`src/rtl/sensor_conditioner.sv`:
```
// sensor_conditioner: synchronizes, debounces and sanity-checks the raw
// irrigation field-sensor lines before the pump/valve logic samples them.
//
// Ports:
//   CLK      in   system clock, rising edge
//   RESET    in   asynchronous active-low reset
//   raw_lvl  in   [2:0] tank probes (bit0 low, bit1 mid, bit2 high), async
//   raw_dry  in   soil-dry probe, async
//   raw_hot  in   over-temperature switch, async
//   lvl      out  [2:0] debounced tank level
//   dry      out  debounced soil-dry flag
//   hot      out  debounced over-temperature flag
//   lvl_err  out  debounced level is not a thermometer code (gated by valid)
//   changed  out  one-cycle strobe: a debounced output changed this edge
//   valid    out  outputs settled since reset (sticky)
module sensor_conditioner #(
    parameter int unsigned DEB_CYCLES = 16,
    parameter int unsigned CNT_W      = 5
) (
    input  logic       CLK,
    input  logic       RESET,
    input  logic [2:0] raw_lvl,
    input  logic       raw_dry,
    input  logic       raw_hot,
    output logic [2:0] lvl,
    output logic       dry,
    output logic       hot,
    output logic       lvl_err,
    output logic       changed,
    output logic       valid
);

    localparam int unsigned NCH = 5;

    localparam logic [CNT_W-1:0] CNT_MAX =
        CNT_W'(DEB_CYCLES - 1);

    // Startup counter is one bit wider so DEB_CYCLES+2 always fits.
    localparam logic [CNT_W:0] ST_DONE =
        (CNT_W + 1)'(DEB_CYCLES + 2);

    // Channel order: [2:0] level probes, [3] dry, [4] hot.
    logic [NCH-1:0]   raw_v;

    logic [NCH-1:0]   sync1_q;
    logic [NCH-1:0]   sync2_q;

    logic [NCH-1:0]   s_q;
    logic [NCH-1:0]   s_d;

    logic [CNT_W-1:0] cnt_q [NCH];
    logic [CNT_W-1:0] cnt_d [NCH];

    logic [CNT_W:0]   st_q;
    logic [CNT_W:0]   st_d;

    logic             valid_q;
    logic             valid_d;

    logic             lvl_err_q;
    logic             lvl_err_d;

    logic             changed_q;
    logic             changed_d;

    assign raw_v = {raw_hot, raw_dry, raw_lvl};

    // Legal tank readings are thermometer codes: a higher probe can only
    // be wet if every probe below it is wet too.
    function automatic logic lvl_legal(input logic [2:0] l);
        logic ok;
        case (l)
            3'b000, 3'b001,
            3'b011, 3'b111: ok = 1'b1;
            default:        ok = 1'b0;
        endcase
        return ok;
    endfunction

    // ---------------------------------------------------------------
    // Debounce next-state: any cycle of agreement restarts the window,
    // so only a level held for DEB_CYCLES synchronized cycles is taken.
    // ---------------------------------------------------------------
    always_comb begin
        s_d = s_q;
        for (int i = 0; i < NCH; i++) begin
            cnt_d[i] = '0;
            if (sync2_q[i] != s_q[i]) begin
                if (cnt_q[i] == CNT_MAX) begin
                    s_d[i] = sync2_q[i];
                end else begin
                    cnt_d[i] = cnt_q[i] + 1'b1;
                end
            end
        end
    end

    // ---------------------------------------------------------------
    // Startup qualification and derived flags.
    // ---------------------------------------------------------------
    always_comb begin
        st_d = st_q;
        if (st_q != ST_DONE) begin
            st_d = st_q + 1'b1;
        end

        valid_d = (st_d == ST_DONE);

        // Error reflects the level being published on this same edge.
        lvl_err_d = valid_d & ~lvl_legal(s_d[2:0]);

        // Initial settling updates are not reported as changes.
        changed_d = valid_q & (s_d != s_q);
    end

    // ---------------------------------------------------------------
    // State registers.
    // ---------------------------------------------------------------
    always_ff @(posedge CLK or negedge RESET) begin
        if (!RESET) begin
            sync1_q   <= '0;
            sync2_q   <= '0;
            s_q       <= '0;
            for (int i = 0; i < NCH; i++) begin
                cnt_q[i] <= '0;
            end
            st_q      <= '0;
            valid_q   <= 1'b0;
            lvl_err_q <= 1'b0;
            changed_q <= 1'b0;
        end else begin
            sync1_q   <= raw_v;
            sync2_q   <= sync1_q;
            s_q       <= s_d;
            for (int i = 0; i < NCH; i++) begin
                cnt_q[i] <= cnt_d[i];
            end
            st_q      <= st_d;
            valid_q   <= valid_d;
            lvl_err_q <= lvl_err_d;
            changed_q <= changed_d;
        end
    end

    assign lvl     = s_q[2:0];
    assign dry     = s_q[3];
    assign hot     = s_q[4];
    assign lvl_err = lvl_err_q;
    assign changed = changed_q;
    assign valid   = valid_q;

endmodule

```
`config.mk`:
```
export PLATFORM = sky130hd
export DESIGN_NAME = sensor_conditioner
export DESIGN_NICKNAME = d
export VERILOG_FILES = /design/src/rtl/sensor_conditioner.sv
export SDC_FILE = /design/constraint.sdc
export NUM_CORES = 1
export LEC_CHECK = 0
export ABC_AREA = 1
export CAP_MARGIN = 20
export CORE_AREA = 2 2 90 83
export CTS_CLUSTER_DIAMETER = 30
export DETAILED_ROUTE_END_ITERATION = 7
export DIE_AREA = 0 0 92 85
export DONT_BUFFER_PORTS = 1
export PLACE_DENSITY = 0.52
export RECOVER_POWER = 25
export SLEW_MARGIN = 20
export SYNTH_ARGS = -nofsm -noshare
export SYNTH_HDL_FRONTEND = slang
export SYNTH_SLANG_ARGS = --single-unit
```
`constraint.sdc`:
```
create_clock -name CLK -period 1.4 [get_ports CLK]
set_input_delay 0.21 -clock CLK [delete_from_list [all_inputs] [get_ports CLK]]
set_output_delay 0.21 -clock CLK [all_outputs]
set_load 0.005 [all_outputs]
```
* Word-level counts from Yosys, hierarchy flattened
Index checks and enable logic that the tools add are counted.
** Storage, ports and cells
- Register bits after elaboration :: 49
- Bits of input ports :: 7
- Output and inout bits :: 8
** Cells by class
- $add $sub $neg :: 6
- Equality and inequality tests :: 16
- Mux-type cells :: 22
- Bitwise logic cells :: 3
- Reduce and logical (&&, ||, !) cells :: 2
** Operators by type and width (number)
- $mux W5 :: 10
- $add A5 B1 Y5 const B :: 5
- $eq A5 B4 Y1 const B :: 5
- $mux W1 :: 11
- $add A6 B1 Y6 const B :: 1
- $eq A6 B5 Y1 const B :: 1
- $mux W6 :: 1
- $ne A6 B5 Y1 const B :: 1
- $ne A1 B1 Y1 :: 5
- $ne A5 B5 Y1 :: 1
- $reduce_or A4 Y1 :: 1
- $eq A3 B1 Y1 const B :: 1
- $eq A3 B2 Y1 const B :: 1
- $eq A3 B3 Y1 const B :: 1
- $logic_not A3 Y1 :: 1
- $and A1 B1 Y1 :: 2
- $not A1 Y1 :: 1

* Longest topological paths before layout
- Depth in word-level cells :: 8
- Depth in mapped cells :: 10

* Worst setup path before layout
OpenSTA, ideal clock, no wires.
- Kind :: register to register
- Start :: register cnt_q[10] in the netlist's numbering
- End :: register lvl_err_q (netlist: lvl_err)
- Setup time :: 0.114 ns
- Data arrival time :: 1.128 ns
- Data required time :: 1.286 ns
- Slack :: 0.158 ns
- Stages on the path, launching flop included :: 9
- Buffers on the path :: 0
- Clock period less this slack :: 1.242 ns
- Path through :: dfrtp_1 ha_1 nand2_1 nor2_1 nand2_1 o21ai_1 nand2_1 nand2_1 nor2_2
** On the way
- Longest elaborated chain between the ends :: 8
- Elaborated cells on any way between the ends :: 11
- Classes of those cells :: eq/ne (4); mux (3); bitwise (2); reduce/logical (2)
** RTL lines
- start, declared :: line 51 : logic [CNT_W-1:0] cnt_q [NCH];
- start signal, assigned by index :: line 136 : cnt_q[i] <= cnt_d[i];
- $eq A5 B4 Y1 (*) :: line 89 : if (cnt_q[i] == CNT_MAX) begin
- $mux W1 (*) :: line 89
- $mux W1 (*) :: line 88 : if (sync2_q[i] != s_q[i]) begin
- $eq A3 B1 Y1, or another cell as far along :: line 72 : case (l)
- $reduce_or A4 Y1 (*) :: line 72
- $mux W1 (*) :: line 72
- $not A1 Y1 (*) :: line 110 : lvl_err_d = valid_d & ~lvl_legal(s_d[2:0]);
- $and A1 B1 Y1 (*) :: line 110
- named net lvl_err_d :: line 61 : logic lvl_err_d;
- end signal, assigned :: line 140 : lvl_err_q <= lvl_err_d;
- end, declared :: line 60 : logic lvl_err_q;
Mark *: on every way through the listed nets, which the timed path passes. The rest lies on a longest branch.

* Worst setup path after layout
Ends and elaborated chain as after synthesis.

==> summary.md <==
| Metric | Value |
|---|---|
| Outcome | `complete, no violations` |
| Syn nets | `226` |
| Overall power | `0.00247 W` |
| Leakage | `1.22 nW` |
| Synthesized area | `2020 um2` |
| Crit path kind | `flip-flop to flip-flop` |
| P per Cell Area | `1030 nW/um2` |
| Critical Path AT | `1.50 ns` |
| Max Buffers Root-to-Sink | `2` |
| CTS tree | `built` |
| P&R area growth vs syn | `18.8%` |
| Register area share after synthesis | `60.6%` |
| Fillers | `725` |
| Achievable frequency | `769 MHz` |
| CP Max Fanout | `4` |
| GRT overflow | `0` |
| Yosys top cell area share | `60.6%` |
| Routed Antenna Nets | `0` |
| Post-DP HPWL | `2400 um` |
| Clock-pin slew on the worst setup and hold paths | `0.09 ns` |
| Gpl congestion | `0.741` |
| Max-Cap Viols | `0` |
| Vias after detailed routing | `1327` |
| First-pass GRT wire length | `5860 um` |
| Post-Syn Area per Cell | `9.54 um2` |
| Final net count | `244` |
| Htree depth | `2` |
| Clock root buffer | `clkbuf_8` |
| RSZ-0062 raised after global routing | `true` |
| Initial core utilization | `29.3%` |
| Top_reg_cell synth | `dfrtp_1` |
| Worst Max-Slew Pin Slew | `0.653 ns` |
| Initial antenna violation count | `0` |
| Type of the worst min-delay path | `flip-flop to flip-flop` |
| Place WS | `-0.0278 ns` |
| Clock buffer count from CTS | `5` |
| Post-synth top cells | `dfrtp_1, nand2_1, inv_1, nor2_1` |
| Final wirelength | `3300 um` |
| Clk Latency, worst-skew pair | `0.30 ns` |
| Endpoint type of the worst setup path | `flip-flop` |
| CP Launch Type | `flip-flop` |
| Per-cell routed wire length | `10.2 um` |
| DRC viols | `0` |
| Final min period | `1.30 ns` |
| WP data required | `1.60 ns` |
| TNS Setup | `0 ns` |
| FP Rows | `29` |
| 1st-iter DRT viols | `53` |
| Ant. Diodes | `0` |
| IO Count | `15` |
| Final Hold Vio Count | `0` |
| Synth top area cells | `dfrtp_1, nand2_1, inv_1, nor2_1, ha_1` |
| Fraction of registers with async set/reset | `100%` |
| Final period util | `92.9%` |
| EDFF count, synth | `0` |
| First-pass detailed-route iteration total | `3` |
| VDD IR max | `0.472 mV` |
| Area of the core | `6890 um2` |
| Port bufs | `0` |
| Die Area | `7820 um2` |
| Synthesis Warnings | `0` |
| Final hold slack | `0.343 ns` |
| Clk_skew | `0.00853 ns` |
| Layout cells sized above 1 | `19.0%` |
| Worst setup margin | `0.0992 ns` |
| Post-synthesis register bit count | `49` |
| Die H | `85 um` |
| Final setup vio count | `0` |
| Number of global-route vias before repair | `1359` |
| Largest net degree at the start of global routing | `50` |
| Synth unique cells | `19` |
| Slew Viols, Final | `0` |
| Global Route Usage Sum | `9.43%` |
| Avg Vias per Cell | `4.10` |
| Yosys top cell by area | `dfrtp_1` |
| Normalized max-slew margin | `56.5%` |
| Post-layout util | `34.9%` |
| Die Span X | `92 um` |
| Clock sinks | `49` |
| Post-synthesis cell count | `212` |
routing by layer:
layer  up-vias  wire, um  track usage, %
li1        683         -               -
met1       623      1550            11.8
met2        14      1600            15.6
met3         7       110            2.84
met4         0        38            3.26
met5         -         0               0
repair_timing:
action	CTS	global route
hold buffers	7	0
setup endpoints to repair	1	3
buffers inserted	0	2
gates resized for setup	1	25
pin swaps	0	12
hold endpoints to repair	54	0
power by group:
part / total [W] / internal, W / leakage, nW / switching, W
Clock: 0.000852 / 0.000401 / 0.0512 / 0.000452
Combinational: 0.000120 / 0.0000478 / 0.537 / 0.0000722
Sequential: 0.00149 / 0.00146 / 0.631 / 0.0000317
kinds of logic (layout without fill, tap and decap cells):
kind of cell,after synthesis,after routing,share of synthesized area [%]
and+or+nand+nor,106,106,22.4
DFF,49,49,60.6
buffers and inverters,32,51,5.94
xor gates and xnor gates,11,11,4.76
adders and majority gates,7,7,4.33
AOI/OAI and AO/OA,7,7,1.92
area by class of cell:
type,count,area (um2),share of cell area (%)
Clock inverter,2,13.8,0.573
Inverter,32,120,5.00
Multi-Input combinational cell,131,746,31.0
Timing Repair Buffer,11,97.6,4.06
Sequential cell,49,1230,51.1
Tap cell,93,116,4.84
Clock buffer,6,82.6,3.44
registers in the layout, summed over array words and instances, names as in the netlist:
signal and flops:
changed 1, sync1_q 5, cnt_q 25, st_q 6, sync2_q 5, s_q 5, lvl_err 1, valid 1
per-stage QoR:
step	instances	area (um2)
finish	324	2400
detailed placement	307	2150
floorplan	212	2020
global placement	307	2150
CTS	322	2340
global route	324	2400
cells in the final DEF, fill, tap and decap left out, types with 3 or more instances in the layout:
master / netlist / routed
o21ai_0: 4 / 4
dfrtp_1: 49 / 48
xor2_1: 10 / 10
nand2_1: 49 / 39
clkbuf_8: 0 / 6
nor2_2: 4 / 6
dlygate4sd3_1: 0 / 6
nor2_1: 31 / 27
ha_2: 0 / 5
buf_4: 0 / 4
nor3_1: 3 / 3
nand4_1: 4 / 4
nand2_2: 1 / 11
inv_1: 32 / 30
nand3_1: 10 / 10
worst max-delay path: stages, from the launching register on:
cell and delay, ns:
dfrtp_1 0.38, ha_2 0.20, nand2_1 0.06, nor2_2 0.14, nand2_2 0.09, o21ai_2 0.16, nand2_2 0.07, nand2_1 0.07
nor2_2 0.04
final timing paths:
check | start | endpoint | slack [ns] | cells past startpoint
hold / removal | sync1_q[2] | sync2_q[2] | 0.34 | 0
max in group asynchronous | RESET | st_q[2] | 0.41 | 2
setup reg to reg | cnt_q[10] | lvl_err | 0.1 | 8
setup / recovery | cnt_q[10] | lvl_err | 0.1 | 8
min in group asynchronous | RESET | cnt_q[9] | 0.53 | 2
hold reg to reg | sync1_q[2] | sync2_q[2] | 0.34 | 0
No activity file was read; power rests on OpenSTA's default activity.
